**src/rtl/ioctl_upload_bridge.sv**
```systemverilog
// ioctl_upload_bridge: serves HPS ioctl upload reads from a variable-latency byte memory port.
// Latency: buffer hit / out-of-range -> ioctl_din at T+1; miss -> ioctl_din one cycle after mem_ready.
// Backpressure: ioctl_wait holds the HPS while a demand fetch (or a stale prefetch drain) is pending.
//
// Ports: clk_sys/reset (async, active-high); ioctl_upload/ioctl_rd/ioctl_addr request side;
// ioctl_din/ioctl_wait response side; mem_addr/mem_rd/mem_data/mem_ready memory side.
// Optional: define UPLOAD_CHECKSUM_EN to add upload_sum, the mod-256 sum of every byte
// presented on ioctl_din in response to a read (cleared by reset and by upload rising edge).
module ioctl_upload_bridge #(
    parameter logic [24:0] BASE_ADDR = 25'd0,
    parameter logic [24:0] MEM_SIZE  = 25'h100000,
    parameter logic [7:0]  FILL      = 8'hFF
) (
    input  logic        clk_sys,
    input  logic        reset,
    input  logic        ioctl_upload,
    input  logic        ioctl_rd,
    input  logic [24:0] ioctl_addr,
    output logic [7:0]  ioctl_din,
    output logic        ioctl_wait,
    output logic [24:0] mem_addr,
    output logic        mem_rd,
    input  logic [7:0]  mem_data,
    input  logic        mem_ready
`ifdef UPLOAD_CHECKSUM_EN
    ,
    output logic [7:0]  upload_sum
`endif
);

    typedef enum logic [1:0] {IDLE, DEMAND, PREFETCH, DISCARD} state_t;

    state_t      state_q, state_d;
    logic        buf_valid_q, buf_valid_d;
    logic [24:0] buf_addr_q, buf_addr_d;
    logic [7:0]  buf_data_q, buf_data_d;
    logic [7:0]  din_q, din_d;
    logic        wait_q, wait_d;
    logic        mem_rd_q, mem_rd_d;
    logic [24:0] mem_addr_q, mem_addr_d;
    logic [24:0] req_addr_q, req_addr_d;   // address of the demand being served
    logic [24:0] pf_addr_q, pf_addr_d;     // address of the speculative fetch in flight
    logic        pending_q, pending_d;     // DISCARD: a demand waits behind the stale fetch
    logic        upload_q;

    logic        req, fill, req_in, up_rise, up_fall, hit;
    logic        deliver, fetch;
    logic [24:0] dlv_addr;
    logic [7:0]  dlv_data;
    logic [25:0] next_addr;

    assign req     = ioctl_rd & ioctl_upload;
    assign fill    = req & (ioctl_addr >= MEM_SIZE);
    assign req_in  = req & (ioctl_addr < MEM_SIZE);
    assign up_rise = ioctl_upload & ~upload_q;
    assign up_fall = ~ioctl_upload & upload_q;
    // A new session never trusts bytes buffered by the previous one.
    assign hit     = buf_valid_q & ~up_rise & (buf_addr_q == ioctl_addr);

    always_comb begin
        state_d     = state_q;
        buf_valid_d = buf_valid_q & ~up_rise;
        buf_addr_d  = buf_addr_q;
        buf_data_d  = buf_data_q;
        din_d       = din_q;
        wait_d      = wait_q;
        mem_rd_d    = 1'b0;
        mem_addr_d  = mem_addr_q;
        req_addr_d  = req_addr_q;
        pf_addr_d   = pf_addr_q;
        pending_d   = pending_q;
        deliver     = 1'b0;
        fetch       = 1'b0;
        dlv_addr    = ioctl_addr;
        dlv_data    = mem_data;
        next_addr   = 26'd0;

        if (up_fall) begin
            // Session ended: release the HPS, drop any demand, drain an in-flight read silently.
            buf_valid_d = 1'b0;
            wait_d      = 1'b0;
            pending_d   = 1'b0;
            state_d     = (state_q != IDLE && !mem_ready) ? DISCARD : IDLE;
        end else begin
            if (fill) begin
                din_d = FILL;
            end
            unique case (state_q)
                IDLE: begin
                    if (req_in) begin
                        if (hit) begin
                            deliver  = 1'b1;
                            dlv_data = buf_data_q;
                        end else begin
                            fetch = 1'b1;
                        end
                    end
                end
                DEMAND: begin
                    if (mem_ready) begin
                        deliver  = 1'b1;
                        dlv_addr = req_addr_q;
                    end
                end
                PREFETCH: begin
                    if (mem_ready) begin
                        // Latch the prefetched byte first so a same-cycle request can hit it.
                        buf_valid_d = 1'b1;
                        buf_addr_d  = pf_addr_q;
                        buf_data_d  = mem_data;
                        state_d     = IDLE;
                        if (req_in) begin
                            if (ioctl_addr == pf_addr_q) begin
                                deliver = 1'b1;
                            end else begin
                                fetch = 1'b1;
                            end
                        end
                    end else if (req_in) begin
                        wait_d     = 1'b1;
                        req_addr_d = ioctl_addr;
                        if (ioctl_addr == pf_addr_q) begin
                            state_d = DEMAND;
                        end else begin
                            pending_d = 1'b1;
                            state_d   = DISCARD;
                        end
                    end
                end
                DISCARD: begin
                    // Requests can only arrive here after a session abort released ioctl_wait.
                    if (req_in) begin
                        pending_d  = 1'b1;
                        req_addr_d = ioctl_addr;
                        wait_d     = 1'b1;
                    end
                    if (mem_ready) begin
                        if (pending_d) begin
                            mem_rd_d   = 1'b1;
                            mem_addr_d = BASE_ADDR + req_addr_d;
                            pending_d  = 1'b0;
                            state_d    = DEMAND;
                        end else begin
                            state_d = IDLE;
                        end
                    end
                end
                default: state_d = IDLE;
            endcase

            if (fetch) begin
                wait_d     = 1'b1;
                mem_rd_d   = 1'b1;
                mem_addr_d = BASE_ADDR + ioctl_addr;
                req_addr_d = ioctl_addr;
                state_d    = DEMAND;
            end

            if (deliver) begin
                din_d       = dlv_data;
                wait_d      = 1'b0;
                buf_valid_d = 1'b1;
                buf_addr_d  = dlv_addr;
                buf_data_d  = dlv_data;
                // 26-bit compare so the last addressable byte never wraps into a bogus prefetch.
                next_addr   = {1'b0, dlv_addr} + 26'd1;
                if (next_addr < {1'b0, MEM_SIZE}) begin
                    mem_rd_d   = 1'b1;
                    mem_addr_d = BASE_ADDR + next_addr[24:0];
                    pf_addr_d  = next_addr[24:0];
                    state_d    = PREFETCH;
                end else begin
                    state_d = IDLE;
                end
            end
        end
    end

    always_ff @(posedge clk_sys or posedge reset) begin
        if (reset) begin
            state_q     <= IDLE;
            buf_valid_q <= 1'b0;
            buf_addr_q  <= 25'd0;
            buf_data_q  <= 8'd0;
            din_q       <= 8'd0;
            wait_q      <= 1'b0;
            mem_rd_q    <= 1'b0;
            mem_addr_q  <= 25'd0;
            req_addr_q  <= 25'd0;
            pf_addr_q   <= 25'd0;
            pending_q   <= 1'b0;
            upload_q    <= 1'b0;
        end else begin
            state_q     <= state_d;
            buf_valid_q <= buf_valid_d;
            buf_addr_q  <= buf_addr_d;
            buf_data_q  <= buf_data_d;
            din_q       <= din_d;
            wait_q      <= wait_d;
            mem_rd_q    <= mem_rd_d;
            mem_addr_q  <= mem_addr_d;
            req_addr_q  <= req_addr_d;
            pf_addr_q   <= pf_addr_d;
            pending_q   <= pending_d;
            upload_q    <= ioctl_upload;
        end
    end

    assign ioctl_din  = din_q;
    assign ioctl_wait = wait_q;
    assign mem_rd     = mem_rd_q;
    assign mem_addr   = mem_addr_q;

`ifdef UPLOAD_CHECKSUM_EN
    logic [7:0] sum_q, sum_d;

    // Sum follows ioctl_din: it adds exactly the byte that ioctl_din takes next cycle.
    always_comb begin
        sum_d = up_rise ? 8'd0 : sum_q;
        if (!up_fall && (fill || deliver)) begin
            sum_d = sum_d + din_d;
        end
    end

    always_ff @(posedge clk_sys or posedge reset) begin
        if (reset) begin
            sum_q <= 8'd0;
        end else begin
            sum_q <= sum_d;
        end
    end

    assign upload_sum = sum_q;
`endif

endmodule
```
**config.mk**
```make
export PLATFORM = sky130hd
export DESIGN_NAME = ioctl_upload_bridge
export DESIGN_NICKNAME = d
export VERILOG_FILES = /design/src/rtl/ioctl_upload_bridge.sv
export SDC_FILE = /design/constraint.sdc
export NUM_CORES = 1
export LEC_CHECK = 0
export ABC_AREA = 1
export BUFFER_PORTS_ARGS = -buffer_cell sky130_fd_sc_hd__buf_2
export CAP_MARGIN = 10
export CORE_MARGIN = 2
export CORE_UTILIZATION = 52
export CTS_CLUSTER_DIAMETER = 50
export DETAILED_ROUTE_END_ITERATION = 8
export PLACE_DENSITY = 0.73
export SYNTH_ARGS = -nofsm -noshare
export SYNTH_HDL_FRONTEND = slang
export SYNTH_SLANG_ARGS = --single-unit
```
**constraint.sdc**
```tcl
create_clock -name clk_sys -period 5.26 [get_ports clk_sys]
set_clock_uncertainty 0.1 [all_clocks]
set_input_delay 1.315 -clock clk_sys [delete_from_list [all_inputs] [get_ports clk_sys]]
set_output_delay 1.315 -clock clk_sys [all_outputs]
set_load 0.05 [all_outputs]
```
After elaboration in Yosys (flattened, before gate mapping)
Index checks and enable logic that the tools add are counted.
{"block": "classes", "magnitude_cmp": 3, "n_eq_ne": 12, "n_reduce_logical": 17, "bitwise": 11, "n_mux": 76, "mul": 0, "n_shift": 0, "add_sub_neg": 1, "div_mod_pow": 0}
{"op": "25-bit 2-to-1 mux", "count": 15}
{"op": "8-bit 2-to-1 mux", "count": 8}
{"op": "25-bit equality test", "count": 2}
{"op": "25-bit one-hot mux with 2 select lines", "count": 1}
{"op": "1-bit 2-to-1 mux", "count": 38}
{"op": "25-bit by 1-bit adder with 26-bit output, second input constant", "count": 1}
{"op": "26-bit by 21-bit < comparator with 1-bit output, second input constant", "count": 1}
{"op": "25-bit by 21-bit greater-or-equal comparator with 1-bit output, second input constant", "count": 1}
{"op": "25-bit by 21-bit < comparator with 1-bit output, second input constant", "count": 1}
{"op": "2-bit 2-to-1 mux", "count": 9}
{"op": "3-bit != test, second input constant", "count": 4}
{"op": "3-bit AND reduction", "count": 4}
{"op": "5-bit != test, second input constant", "count": 2}
{"op": "2-bit nonzero test", "count": 4}
{"op": "1-bit bitwise AND", "count": 7}
{"op": "6-bit != test, second input constant", "count": 1}
{"op": "1-bit one-hot mux with 2 select lines", "count": 3}
{"op": "3-bit nonzero test", "count": 2}
{"op": "5-bit nonzero test", "count": 1}
{"op": "2-bit equality test, second input constant", "count": 2}
{"op": "1-bit inverter", "count": 4}
{"op": "2-bit one-hot mux with 2 select lines", "count": 1}
{"op": "2-bit AND reduction", "count": 2}
{"op": "4-bit AND reduction", "count": 1}
{"op": "other kinds (5)", "count": 5}
{"block": "word_totals", "wordCells": 132, "output_inout_bits": 35, "mem_count": 0, "in_bits": 38, "romBits": 0, "latch_bits": 0, "register_bits": 123, "ramBits": 0}

Longest topological paths before layout
{"block": "depth", "word_depth": 13, "depth_mapped": 20, "ltp_nobuf": 18}

Worst setup path before layout
No wires, ideal clock.
{"block": "synth_timing", "path_type": "input -> register", "startpoint": "input mem_ready", "endpoint": "register mem_addr_q[9] (netlist: mem_addr[9])", "arrival_time_ns": 3.265, "n_path_buf": 3, "t_required_ns": 5.035, "stages": 19, "slack_ns": 1.771, "setup_time_ns": 0.125, "path_cell_list": "buf_4 nand3_4 buf_12 nand2_1 o21ai_2 inv_1 ha_1 nand3_1 inv_2 nand2_2 inv_2 nand3_1 nand2_1 nand2_1 nor2_1 nand3_2 buf_6 nand3_1 nand3_1"}
{"block": "synth_via", "elab_chain_len": 7, "elab_cells_between_ends": 17, "classes_between": "1 x add/sub; 1 x order compare; 15 x mux"}
{"element": "start: declaration", "line_no": "24", "source": "input logic mem_ready"}
{"element": "25-bit 2-to-1 mux", "line_no": "100", "source": "if (mem_ready) begin"}
{"element": "25-bit 2-to-1 mux", "line_no": "88", "source": "unique case (state_q)"}
{"element": "25-bit 2-to-1 mux", "line_no": "78", "source": "if (up_fall) begin"}
{"element": "25-bit by 1-bit adder with 26-bit output", "line_no": "166", "source": "next_addr = {1'b0, dlv_addr} + 26'd1;"}
{"element": "26-bit by 21-bit < comparator with 1-bit output", "line_no": "167", "source": "if (next_addr < {1'b0, MEM_SIZE}) begin"}
{"element": "25-bit 2-to-1 mux", "line_no": "167"}
{"element": "25-bit 2-to-1 mux (*)", "line_no": "159", "source": "if (deliver) begin"}
{"element": "end signal: assignment", "line_no": "201", "source": "mem_addr_q <= mem_addr_d;"}
{"element": "end: declaration", "line_no": "40", "source": "logic [24:0] mem_addr_q, mem_addr_d;"}
Every way passes the cells marked *; elsewhere a longest branch is shown, timed or not. The select of a mux whose other input is x is not followed.
A chain may end at the register's enable or synchronous reset.

Worst setup path after layout
{"block": "layout_timing", "startpoint": "input mem_ready", "endpoint": "register mem_addr_q[8] (netlist: mem_addr[8])"}
The elaborated chain is that of the path after synthesis.

==> impl_metrics.env <==
export IMPL_status="finished clean"
export IMPL_layout_drive_gt1_share_pct=17.82
export IMPL_core_um2=15940
export IMPL_setup_violations=0
export IMPL_syn_inst=1236
export IMPL_ir_drop_mv=0.2755
export IMPL_combPwrFrac_pct=44.8
export IMPL_overflow=0
export IMPL_h_tree_depth=4
export IMPL_start_util_pct=53.23
export IMPL_wl_um=25500
export IMPL_power_switching_mw=2.336
export IMPL_holdPathStages=2
export IMPL_clk_latency_ns=0.43
export IMPL_hp_class="flop to flop"
export IMPL_path_max_fanout=34
export IMPL_min_from="req_addr_q[15]"
export IMPL_viasPerCell=5.477
export IMPL_synth_edff_count=0
export IMPL_ys_types=41
export IMPL_synth_area_um2=8487
export IMPL_final_antenna_net_count=0
export IMPL_min_to="req_addr_q[15]"
export IMPL_pwr_share_seq_pct=31.8
export IMPL_place_gp_congestion=0.9823
export IMPL_reg2reg_from="state_q[0]"
export IMPL_seq_area_frac_synth_pct=36.27
export IMPL_cts_resized=0
export IMPL_grt_pass1_vias=7644
export IMPL_leakagePower_nw=4.727
export IMPL_numCtsBuffers=17
export IMPL_clk_pin_slew_worst_paths_ns=0.06
export IMPL_drt_first_iter_violations=846
export IMPL_end_kind="flop"
export IMPL_cts_hold_buf=0
export IMPL_path_class="primary input to flop"
export IMPL_max_slew_margin_pct=31.55
export IMPL_swShare_pct=46.00
export IMPL_drv_cap=0
export IMPL_syn_nets=1275
export IMPL_postCtsSetupBuffers=0
export IMPL_layout_nets=1322
export IMPL_dr_pass1_iters=6
export IMPL_fin_util_pct=59.98
export IMPL_cts_tree="built"
export IMPL_clock_sinks=123
export IMPL_stdcell_area_um2=9563
export IMPL_ioPinCount=73
export IMPL_antenna_found_initial=0
export IMPL_grt_usage_pct=29.90
export IMPL_finalNonFillerCells=1512
export IMPL_fillCellCount=1526
export IMPL_layout_commonest_cell="nand2_1"
export IMPL_portBuffers=72
export IMPL_insertedDiodeCount=0
export IMPL_area_growth_pct=12.68
export IMPL_pwr_share_clk_pct=23.4
export IMPL_r2r_cells=16
export IMPL_die_area_um2=17360
export IMPL_rsz0062_at_grt="no"
export IMPL_grt_max_degree=80
export IMPL_tightest_slew_ns=1.027
export IMPL_postSynthAreaPerCell_um2=6.866
export IMPL_layout_common_cells="nand2_1 (448), nor2_1 (128), dfrtp_1 (123)"
export IMPL_period_share_pct=81.65
export IMPL_die_width_um=131.8
export IMPL_placed_cells=1480
export IMPL_fin_crit_ns=4.295
export IMPL_rows=46
export IMPL_internal_power_mw=2.743
export IMPL_async_flop_share_pct=100.0
export IMPL_startpoint_type="primary input"
export IMPL_root_buffer="clkbuf_16"
export IMPL_maxSlewViolCount=0
export IMPL_grt_first_pass_wirelength_um=40930
export IMPL_r2r_end="mem_addr[8]"
export IMPL_finalPower_mw=5.080
export IMPL_timing_fmax_mhz=232.9
export IMPL_synthFlopType="dfrtp_1"
export IMPL_ys_warn_count=0
export IMPL_critPathRequiredTime_ns=5.53
export IMPL_powerDensity_nw_per_um2=531.2
export IMPL_vias=8281
export IMPL_die_h_um=131.8
export IMPL_wire_per_inst_um=16.87
export IMPL_crit_arrival_ns=4.57
export IMPL_hold_viol=0
export IMPL_post_dp_cell_area_um2=8976
export IMPL_dpl_hpwl_um=18090
export IMPL_setup_tns_ns=0
export IMPL_synth_seq_cells=123
export IMPL_clockBufferDepth=2
export IMPL_post_route_drc_count=0
export IMPL_r2r_slack_ns=1.43
-- critical path: stages --
cell     delay [ns]
buf_2          0.22
nand3_4        0.39
o21ai_2        0.46
inv_1          0.14
ha_1           0.23
nand3_1        0.18
inv_2          0.08
nand2_2        0.13
inv_2          0.07
nand4_1        0.07
nand2_1        0.10
nor2_1         0.10
nand2_1        0.08
nor2_2         0.50
buf_12         0.25
nand3_2        0.12
nand3_1        0.11
-- power groups by stage --
stage	registers (mW)	logic [mW]	clock network (mW)
2_1_floorplan	1.96	1.36	0
3_3_place_gp	1.62	2.22	0
3_5_place_dp	1.62	2.25	0
4_1_cts	1.61	2.26	1.19
5_1_grt	1.66	2.50	1.24
6_report	1.62	2.27	1.19
-- flip-flops by register name (all words and copies together) (netlist names), 2 cells and up --
name	flops
buf_data_q	8
pf_addr_q	25
mem_addr	25
req_addr_q	25
buf_addr_q	25
state_q	2
ioctl_din	8
-- cell usage after synthesis (2+ instances only) --
cell / count / area share [%]
a31oi_1: 15 / 1.1
nor3_1: 13 / 0.77
xnor2_1: 27 / 2.8
a22oi_1: 2 / 0.18
a21oi_1: 29 / 1.7
or2_2: 24 / 1.8
xor2_1: 35 / 3.6
inv_2: 4 / 0.18
nor2_2: 12 / 0.88
inv_1: 94 / 4.2
nand3_2: 33 / 3.9
nor3_2: 2 / 0.24
nand3_1: 52 / 3.1
nor2_4: 5 / 0.66
nand2_4: 3 / 0.40
nand2_1: 448 / 20
buf_4: 7 / 0.62
o211ai_1: 7 / 0.62
a21oi_2: 4 / 0.41
nand2_2: 15 / 1.1
o21ai_1: 4 / 0.24
dfrtp_1: 123 / 36
nand3b_1: 2 / 0.18
o22ai_1: 6 / 0.44
buf_6: 6 / 0.80
buf_2: 13 / 0.77
clkbuf_1: 33 / 1.5
o21ai_0: 58 / 3.4
nor2_1: 130 / 5.7
nand4_1: 19 / 1.4
-- metrics by stage --
stage | worst slack, ns | hold WS, ns
2_1_floorplan | 0.5741 | 0.3530
3_3_place_gp | 0.6478 | 0.3679
3_5_place_dp | 0.6589 | 0.3744
4_1_cts | 1.052 | 0.3886
5_1_grt | 0.7999 | 0.4084
6_report | 0.9654 | 0.3896
-- cells by family (layout without fill, tap and decap cells) --
| logic type | count (synthesis) | in the layout | share of synthesized area (%) |
|---|---|---|---|
| XOR/XNOR | 62 | 62 | 6.398 |
| AND/OR/NAND/NOR | 760 | 760 | 40.32 |
| adder cells (fa/ha/maj) | 1 | 1 | 0.1474 |
| flip-flops | 123 | 123 | 36.27 |
| AO/OA/AOI/OAI | 129 | 129 | 8.492 |
| buffers and inverters | 161 | 221 | 8.374 |
-- worst max-delay path by stage --
stage,start,to,slack [ns],cells past startpoint
2_1_floorplan,reset,buf_addr_q[0],0.57,1
3_3_place_gp,mem_ready,mem_addr[8],0.65,17
3_5_place_dp,mem_ready,mem_addr[8],0.66,17
4_1_cts,mem_ready,mem_addr[8],1.05,17
5_1_grt,mem_ready,mem_addr[8],0.80,19
6_report,mem_ready,mem_addr[8],0.97,17
-- final cells by class --
cell class,count,area (um2),area share [%]
Clock buffer,17,425.4,4.449
Clock inverter,15,161.4,1.688
Inverter,100,380.4,3.977
Multi-Input combinational cell,952,4722,49.38
Sequential cell,123,3078,32.19
Tap cell,216,270.3,2.826
Timing Repair Buffer,89,525.5,5.495
-- routing by layer --
layer | wire length, um | vias to the layer above | part of all wire (%) | global-route usage, %
li1 | - | 3999 | - | -
met1 | 11370 | 3888 | 45 | 41.33
met2 | 11580 | 346 | 45 | 47.50
met3 | 1913 | 48 | 7.5 | 5.536
met4 | 638 | 0 | 2.5 | 10.14
met5 | 0 | - | 0 | 0
Power figures use the tool's default switching activity.
